===== config.mk =====
export PLATFORM = sky130hd
export DESIGN_NAME = ce_route
export DESIGN_NICKNAME = d
export VERILOG_FILES = /design/src/rtl/ddp_pkg.sv /design/src/rtl/ce_fifo.sv /design/src/rtl/ce_route.sv
export SDC_FILE = /design/constraint.sdc
export NUM_CORES = 1
export LEC_CHECK = 0
export ABC_CLOCK_PERIOD_IN_PS = 5800
export BUFFER_PORTS_ARGS = -buffer_cell sky130_fd_sc_hd__clkbuf_2
export CORE_AREA = 5 5 120 122
export DETAILED_ROUTE_END_ITERATION = 12
export DIE_AREA = 0 0 125 127
export GPL_TIMING_DRIVEN = 0
export PLACE_DENSITY_LB_ADDON = 0.15
export SLEW_MARGIN = 20
export SYNTH_ARGS = -nofsm -noshare
export SYNTH_HDL_FRONTEND = slang
export SYNTH_SLANG_ARGS = --single-unit

===== constraint.sdc =====
create_clock -name CP -period 5.8 [get_ports CP]
set_clock_uncertainty 0.2 [all_clocks]
set_input_delay 0.29 -clock CP [delete_from_list [all_inputs] [get_ports CP]]
set_output_delay 0.29 -clock CP [all_outputs]
set_load 0.03 [all_outputs]

===== src/rtl/ddp_pkg.sv =====
// Shared definitions for the data-driven pipeline blocks: handshake polarity,
// default token field widths and a constant clog2 helper.
package ddp_pkg;

  localparam bit SEND_ACT = 1'b1;
  localparam bit ACK_ACT  = 1'b1;

  localparam int unsigned DEF_DATA_W = 16;
  localparam int unsigned DEF_DEST_W = 1;

  function automatic int unsigned clog2(input int unsigned value);
    int unsigned r;
    r = 0;
    while ((64'd1 << r) < 64'(value)) r++;
    return r;
  endfunction

endpackage


===== src/rtl/ce_fifo.sv =====
// DEPTH x W synchronous FIFO with wrap-bit pointers; also reports whether it
// will be full after the current edge so the owner can register a ready flag.
module ce_fifo
  import ddp_pkg::*;
#(
  parameter int unsigned W     = 17,
  parameter int unsigned DEPTH = 4
) (
  input  logic         CP,
  input  logic         MR,
  input  logic         push,
  input  logic         pop,
  input  logic [W-1:0] wdata,
  output logic [W-1:0] rdata,
  output logic         full,
  output logic         empty,
  output logic         full_next
);

  localparam int unsigned AW = clog2(DEPTH);

  logic [AW:0]  wr_ptr, rd_ptr, wr_ptr_n, rd_ptr_n;
  logic [W-1:0] mem [DEPTH];
  logic         do_push, do_pop;

  assign full    = (wr_ptr[AW] != rd_ptr[AW]) && (wr_ptr[AW-1:0] == rd_ptr[AW-1:0]);
  assign empty   = (wr_ptr == rd_ptr);
  assign do_push = push && !full;
  assign do_pop  = pop && !empty;

  always_comb begin
    wr_ptr_n = wr_ptr;
    rd_ptr_n = rd_ptr;
    if (do_push) wr_ptr_n = wr_ptr + (AW + 1)'(1);
    if (do_pop)  rd_ptr_n = rd_ptr + (AW + 1)'(1);
  end

  assign full_next = (wr_ptr_n[AW] != rd_ptr_n[AW]) &&
                     (wr_ptr_n[AW-1:0] == rd_ptr_n[AW-1:0]);

  always_ff @(posedge CP or posedge MR) begin
    if (MR) begin
      wr_ptr <= '0;
      rd_ptr <= '0;
    end else begin
      wr_ptr <= wr_ptr_n;
      rd_ptr <= rd_ptr_n;
    end
  end

  always_ff @(posedge CP) begin
    if (do_push) mem[wr_ptr[AW-1:0]] <= wdata;
  end

  assign rdata = mem[rd_ptr[AW-1:0]];

endmodule


===== src/rtl/ce_route.sv =====
// Elimination/steering element: buffers kept tokens in a FIFO and routes the
// head to one of N_OUT channels. Define CE_DROP_CNT_EN for the Drop_cnt port.
module ce_route
  import ddp_pkg::*;
#(
  parameter int unsigned DATA_W = DEF_DATA_W,
  parameter int unsigned N_OUT  = 2,
  parameter int unsigned DEST_W = DEF_DEST_W,
  parameter int unsigned DEPTH  = 4
`ifdef CE_DROP_CNT_EN
  , parameter int unsigned CNT_W = 8
`endif
) (
  input  logic              CP,
  input  logic              MR,
  input  logic              Send_in,
  output logic              Ack_out,
  input  logic [DATA_W-1:0] Data_in,
  input  logic              Exb,
  input  logic [DEST_W-1:0] Dest_in,
  output logic [N_OUT-1:0]  Send_out,
  input  logic [N_OUT-1:0]  Ack_in,
  output logic [DATA_W-1:0] Data_out,
  output logic              Empty,
  output logic              Full
`ifdef CE_DROP_CNT_EN
  , output logic [CNT_W-1:0] Drop_cnt
`endif
);

  localparam int unsigned TOK_W = DATA_W + DEST_W;

  logic              accept, keep, pop, full_next;
  logic [TOK_W-1:0]  head;
  logic [DATA_W-1:0] head_data, hold_data;
  logic [DEST_W-1:0] head_dest;

  assign accept = (Send_in == SEND_ACT) && (Ack_out == ACK_ACT);
  assign keep   = Exb && (32'(Dest_in) < N_OUT);

  ce_fifo #(
    .W     (TOK_W),
    .DEPTH (DEPTH)
  ) u_fifo (
    .CP        (CP),
    .MR        (MR),
    .push      (accept && keep),
    .pop       (pop),
    .wdata     ({Data_in, Dest_in}),
    .rdata     (head),
    .full      (Full),
    .empty     (Empty),
    .full_next (full_next)
  );

  assign head_data = head[TOK_W-1:DEST_W];
  assign head_dest = head[DEST_W-1:0];

  // Only the head's own channel can pop it; other Ack_in bits are don't-care.
  always_comb begin
    Send_out = '0;
    pop      = 1'b0;
    for (int unsigned i = 0; i < N_OUT; i++) begin
      if (!Empty && head_dest == DEST_W'(i)) begin
        Send_out[i] = SEND_ACT;
        pop         = (Ack_in[i] == ACK_ACT);
      end
    end
  end

  // Ready is registered from next-state fullness, so Ack_in never reaches Ack_out combinationally.
  always_ff @(posedge CP or posedge MR) begin
    if (MR) Ack_out <= 1'b0;
    else    Ack_out <= !full_next;
  end

  // The FIFO slot behind a popped head is stale, so the last shown value is kept here.
  always_ff @(posedge CP or posedge MR) begin
    if (MR)       hold_data <= '0;
    else if (pop) hold_data <= head_data;
  end

  assign Data_out = Empty ? hold_data : head_data;

`ifdef CE_DROP_CNT_EN
  always_ff @(posedge CP or posedge MR) begin
    if (MR) Drop_cnt <= '0;
    else if (accept && !keep && Drop_cnt != '1) Drop_cnt <= Drop_cnt + CNT_W'(1);
  end
`endif

endmodule


Word-level counts from Yosys, hierarchy flattened
Memory sizes are Yosys's and may differ from the RTL's.
Index checks and enable logic that the tools add are counted.
{"block": "totals", "reg_bits": 23, "mem_bits_rw": 68, "output_inout_bits": 21, "wordCells": 33, "memories": 1}
{"block": "op_classes", "n_addsub": 2, "n_eq_ne": 5, "n_mux": 9, "bitwise_logic": 1, "n_reduce_logical": 11}
{"name": "u_fifo.mem", "depth": 4, "width": 17, "read_ports": 1, "rd_clocked_by_memory_dff": 0, "write_ports": 1, "line": "ce_fifo.sv:23", "rtl": "logic [W-1:0] mem [DEPTH];"}
{"cell": "16-bit 2-to-1 mux", "n": 1}
{"cell": "1-bit logical AND", "n": 8}
{"cell": "3-bit by 1-bit adder with 3-bit output (second input constant)", "n": 2}
{"cell": "1-bit 2-to-1 mux", "n": 6}
{"cell": "3-bit 2-to-1 mux", "n": 2}
{"cell": "2-bit equality test", "n": 2}
{"cell": "3-bit equality test", "n": 1}
{"cell": "1-bit logical NOT", "n": 3}
{"cell": "1-bit inequality test", "n": 2}
{"cell": "1-bit inverter", "n": 1}

Logic depth before layout (Yosys ltp)
{"block": "logic_depth", "ltp_word": 10, "ltp_mapped": 7, "depth_no_buf": 6}

Cells and area by module
Synthesis repeated with hierarchy kept, for this count alone.
{"block": "hier_totals", "hier_cells": 202, "area_unflattened_um2": 3903.7}
{"mod": "ce_fifo", "instances": 1, "cells_per_inst": 143, "area_each_um2": 3014.1, "seq_area_each_um2": 2192.1}
{"mod": "ce_route", "instances": 1, "cells_per_inst": 59, "area_each_um2": 889.6, "seq_area_each_um2": 425.4}

Least setup slack after synthesis
OpenSTA, ideal clock, no wires.
{"block": "synth_path", "kind": "register to output", "start": "register u_fifo.rd_ptr[0]", "end": "output port Data_out[12]", "arrival_ns": 1.926, "t_required_ns": 5.310, "path_slack_ns": 3.384, "path_stages_with_launch": 7, "n_path_buf": 3, "cell_sequence": "dfrtp_1 -> buf_6 -> xor2_2 -> nor3_1 -> buf_2 -> buf_4 -> mux2_1"}
{"block": "synth_between", "elab_chain_cells": 2, "word_cells_on_any_way": 3, "classes_between": "eq/ne (1); mux (1); memory (1)"}
{"item": "start, declared", "line": "ce_fifo.sv:22", "rtl": "logic [AW:0] wr_ptr, rd_ptr, wr_ptr_n, rd_ptr_n;"}
{"item": "start signal, assigned", "line": "ce_fifo.sv:47", "rtl": "rd_ptr <= rd_ptr_n;"}
{"item": "3-bit equality test", "line": "ce_fifo.sv:27", "rtl": "assign empty = (wr_ptr == rd_ptr);"}
{"item": "named net Empty", "line": "ce_route.sv:24", "rtl": "output logic Empty,"}
{"item": "16-bit 2-to-1 mux", "line": "ce_route.sv:83", "rtl": "assign Data_out = Empty ? hold_data : head_data;"}
{"item": "end, declared", "line": "ce_route.sv:23", "rtl": "output logic [DATA_W-1:0] Data_out,"}
The timed path passes the listed nets, and every way through them passes these cells.

Worst setup path in the final report
{"block": "layout_path", "start": "register u_fifo.rd_ptr[1]", "end": "output port Data_out[14]"}
{"block": "layout_between", "elab_chain_cells": 2, "word_cells_on_any_way": 3, "classes_between": "eq/ne (1); mux (1); memory (1)"}
{"item": "memory read 4 x 17 bit / 3-bit equality test (equally long branches)"}
{"item": "16-bit 2-to-1 mux (*)", "line": "ce_route.sv:83"}
Every way passes the cells marked *; elsewhere a longest branch is shown, timed or not.

==> impl_metrics.tcl <==
set metrics [dict create \
    outcome "complete, no violations" \
    crit_arrival_ps 2690 \
    antenna_found_initial 0 \
    dp_hpwl_mm 4.75 \
    fp-row-count 42 \
    htreeDepth 3 \
    dr_wl_met2_mm 3.76 \
    yosys_warnings 0 \
    io_buffers 43 \
    slew-limit-headroom_pct 28.8 \
    start_util_pct 29.4 \
    cp_data_required_time_ps 5310 \
    layout.nets 298 \
    cts_buffer_depth 2 \
    wl_met1_mm 3.49 \
    grt_usage_pct 10.3 \
    drc_errors 0 \
    clock_latency_ps 330 \
    cts_tree "built" \
    drt-total-wl_mm 7.68 \
    holdCritPathClass "primary input to flop" \
    min_delay_path_depth 4 \
    report.final.slew_viol_count 0 \
    setup_ws_ps 2620 \
    end_kind "output pin" \
    numCtsBuffers 9 \
    area_growth_pct 23.7 \
    grt_pass1_wl_mm 12.1 \
    syn-num-nets 226 \
    netlist_instances 198 \
    synth-seq-cells 91 \
    gp_congestion 0.668 \
    dr.pass1.iters 4 \
    hold_ws_ps 290 \
    initialDrtViolationCount 111 \
    fp.coreArea_mm2 0.0131 \
    p_per_area_mw_per_mm2 613 \
    fp.dieH_um 127 \
    highest_layer "met4" \
    synth.yosys.seq_area_share_pct 68.0 \
    hold_viol 0 \
    wl_per_cell_um 17.0 \
    postCtsSetupRepairBufs 0 \
    cp-start-kind "flop" \
    cap_violations 0 \
    antennaDiodeCount 0 \
    netlist_area_mm2 0.00385 \
    path_clk_slew_ps 60 \
    fin_tns_setup_ps 0 \
    period_share_pct 54.8 \
    met3WireLength_um 266 \
    place_ws_ps 2820 \
    ys_types 29 \
    ant_nets 0 \
    clock-sinks 91 \
    grt-ovfl-total 0 \
    dr_total_vias 1937 \
    min_period_ps 3180 \
    layout_commonest_cell "edfxtp_1" \
    final_cell_mix "edfxtp_1, clkbuf_2, dfrtp_1, dlygate4sd3_1" \
    drive_gt1_share_pct 41.5 \
    power_leakage_nw 1.78 \
    die_w_um 125 \
    cts_resized 0 \
    syn_avg_cell_area_um2 19.4 \
    power_mw 2.92 \
    setup_violations 0 \
    grt_max_degree 24 \
    io-pin-count 44 \
    worstMarginPinSlew_ps 1070 \
    crit_fanout 10 \
    vias_per_cell 4.29 \
    critical_path_class "flop to output pin" \
    grt_pass1_vias 2096 \
    reg2reg_depth 5 \
    peakVddDrop_mv 0.254 \
    rsz0062_at_grt "no" \
    timing.fmax_mhz 315 \
    die-area_mm2 0.0159 \
    root_buffer "clkbuf_16" \
]
-- synth_stat cells --
master / count / area share, %
and2_1: 5 / 0.81
o21ai_0: 4 / 0.52
xnor2_1: 4 / 0.91
clkbuf_1: 1 / 0.097
and3_1: 1 / 0.16
xor2_2: 1 / 0.42
mux2i_1: 2 / 0.52
buf_6: 3 / 0.88
a31oi_1: 1 / 0.16
ha_1: 5 / 1.6
nand3_1: 2 / 0.26
a21oi_2: 1 / 0.23
mux4_2: 17 / 10
a21oi_1: 2 / 0.26
o2111ai_1: 1 / 0.23
nor3_1: 2 / 0.26
mux2_2: 13 / 3.8
nor2b_1: 1 / 0.16
dfrtp_1: 23 / 15
inv_1: 4 / 0.39
and4b_1: 1 / 0.26
nor2_1: 4 / 0.39
buf_4: 1 / 0.20
buf_2: 3 / 0.39
edfxtp_1: 68 / 53
nand2_1: 2 / 0.20
mux2_4: 17 / 6.6
mux2_1: 3 / 0.88
xor2_1: 6 / 1.4
-- final timing paths --
check	slack [ps]	startpoint	to
hold reg to reg	290	u_fifo.wr_ptr[2]	u_fifo.wr_ptr[2]
hold / removal	290	Exb	u_fifo.wr_ptr[0]
max in group asynchronous	4670	MR	hold_data[13]
setup / recovery	2620	u_fifo.rd_ptr[1]	Data_out[14]
setup reg to reg	2860	u_fifo.rd_ptr[1]	u_fifo.mem[3][16]
min in group asynchronous	350	MR	hold_data[0]
-- worst max-delay path, stage by stage, from the launching register on --
cell and delay [ps]:
dfrtp_1 380, buf_2 310, xor2_1 190, nor3_1 250
buf_2 370, buf_4 280, mux2_2 380, clkbuf_2 190
-- power by group --
part / internal [mW] / total [mW] / switching [mW]
Combinational: 0.619 / 1.42 / 0.801
Sequential: 0.848 / 0.915 / 0.0661
Clock: 0.345 / 0.580 / 0.235
Total: 1.81 / 2.92 / 1.10
-- logic make-up after synthesis --
kind of cell / count (synthesis) / synth area share [%]
adders and majority gates: 5 / 1.63
AOI/OAI and AO/OA: 9 / 1.40
xor gates and xnor gates: 11 / 2.70
buffers and inverters: 12 / 1.95
and+or+nand+nor: 18 / 2.50
muxes: 52 / 21.8
DFF: 91 / 68.0
-- per-stage QoR --
step / instance area (um2) / utilization (%) / std cells
CTS: 4750 / 36.3 / 450
finish: 4760 / 36.4 / 451
global placement: 4280 / 32.7 / 417
global route: 4760 / 36.4 / 451
floorplan: 3850 / - / 198
detailed placement: 4280 / 32.7 / 417
-- state kept, by name, summed over array words and instances, names as in the netlist --
name	count
u_fifo.mem	68
hold_data	16
u_fifo.rd_ptr	3
u_fifo.wr_ptr	3
Ack_out	1
-- layer usage --
metal,vias to the layer above,track usage (%)
li1,914,-
met1,980,12.9
met2,34,16.7
met3,9,2.67
met4,0,5.17
met5,-,0
-- layout make-up --
cell class | count | area [um2]
Fill cell | 1218 | 8330
Clock inverter | 4 | 50.0
Sequential cell | 91 | 2620
Buffer | 8 | 60.1
Multi-Input combinational cell | 95 | 1150
Clock buffer | 12 | 246
Tap cell | 176 | 220
Timing Repair Buffer | 61 | 395
Inverter | 4 | 15.0
-- timing repair --
| action | CTS | global route |
|---|---|---|
| hold buffers | 17 | 1 |
| endpoints found under the hold margin | 68 | 23 |
| endpoints found under the setup margin | 0 | 0 |
Note: power is estimated with default switching activity, not from simulation.
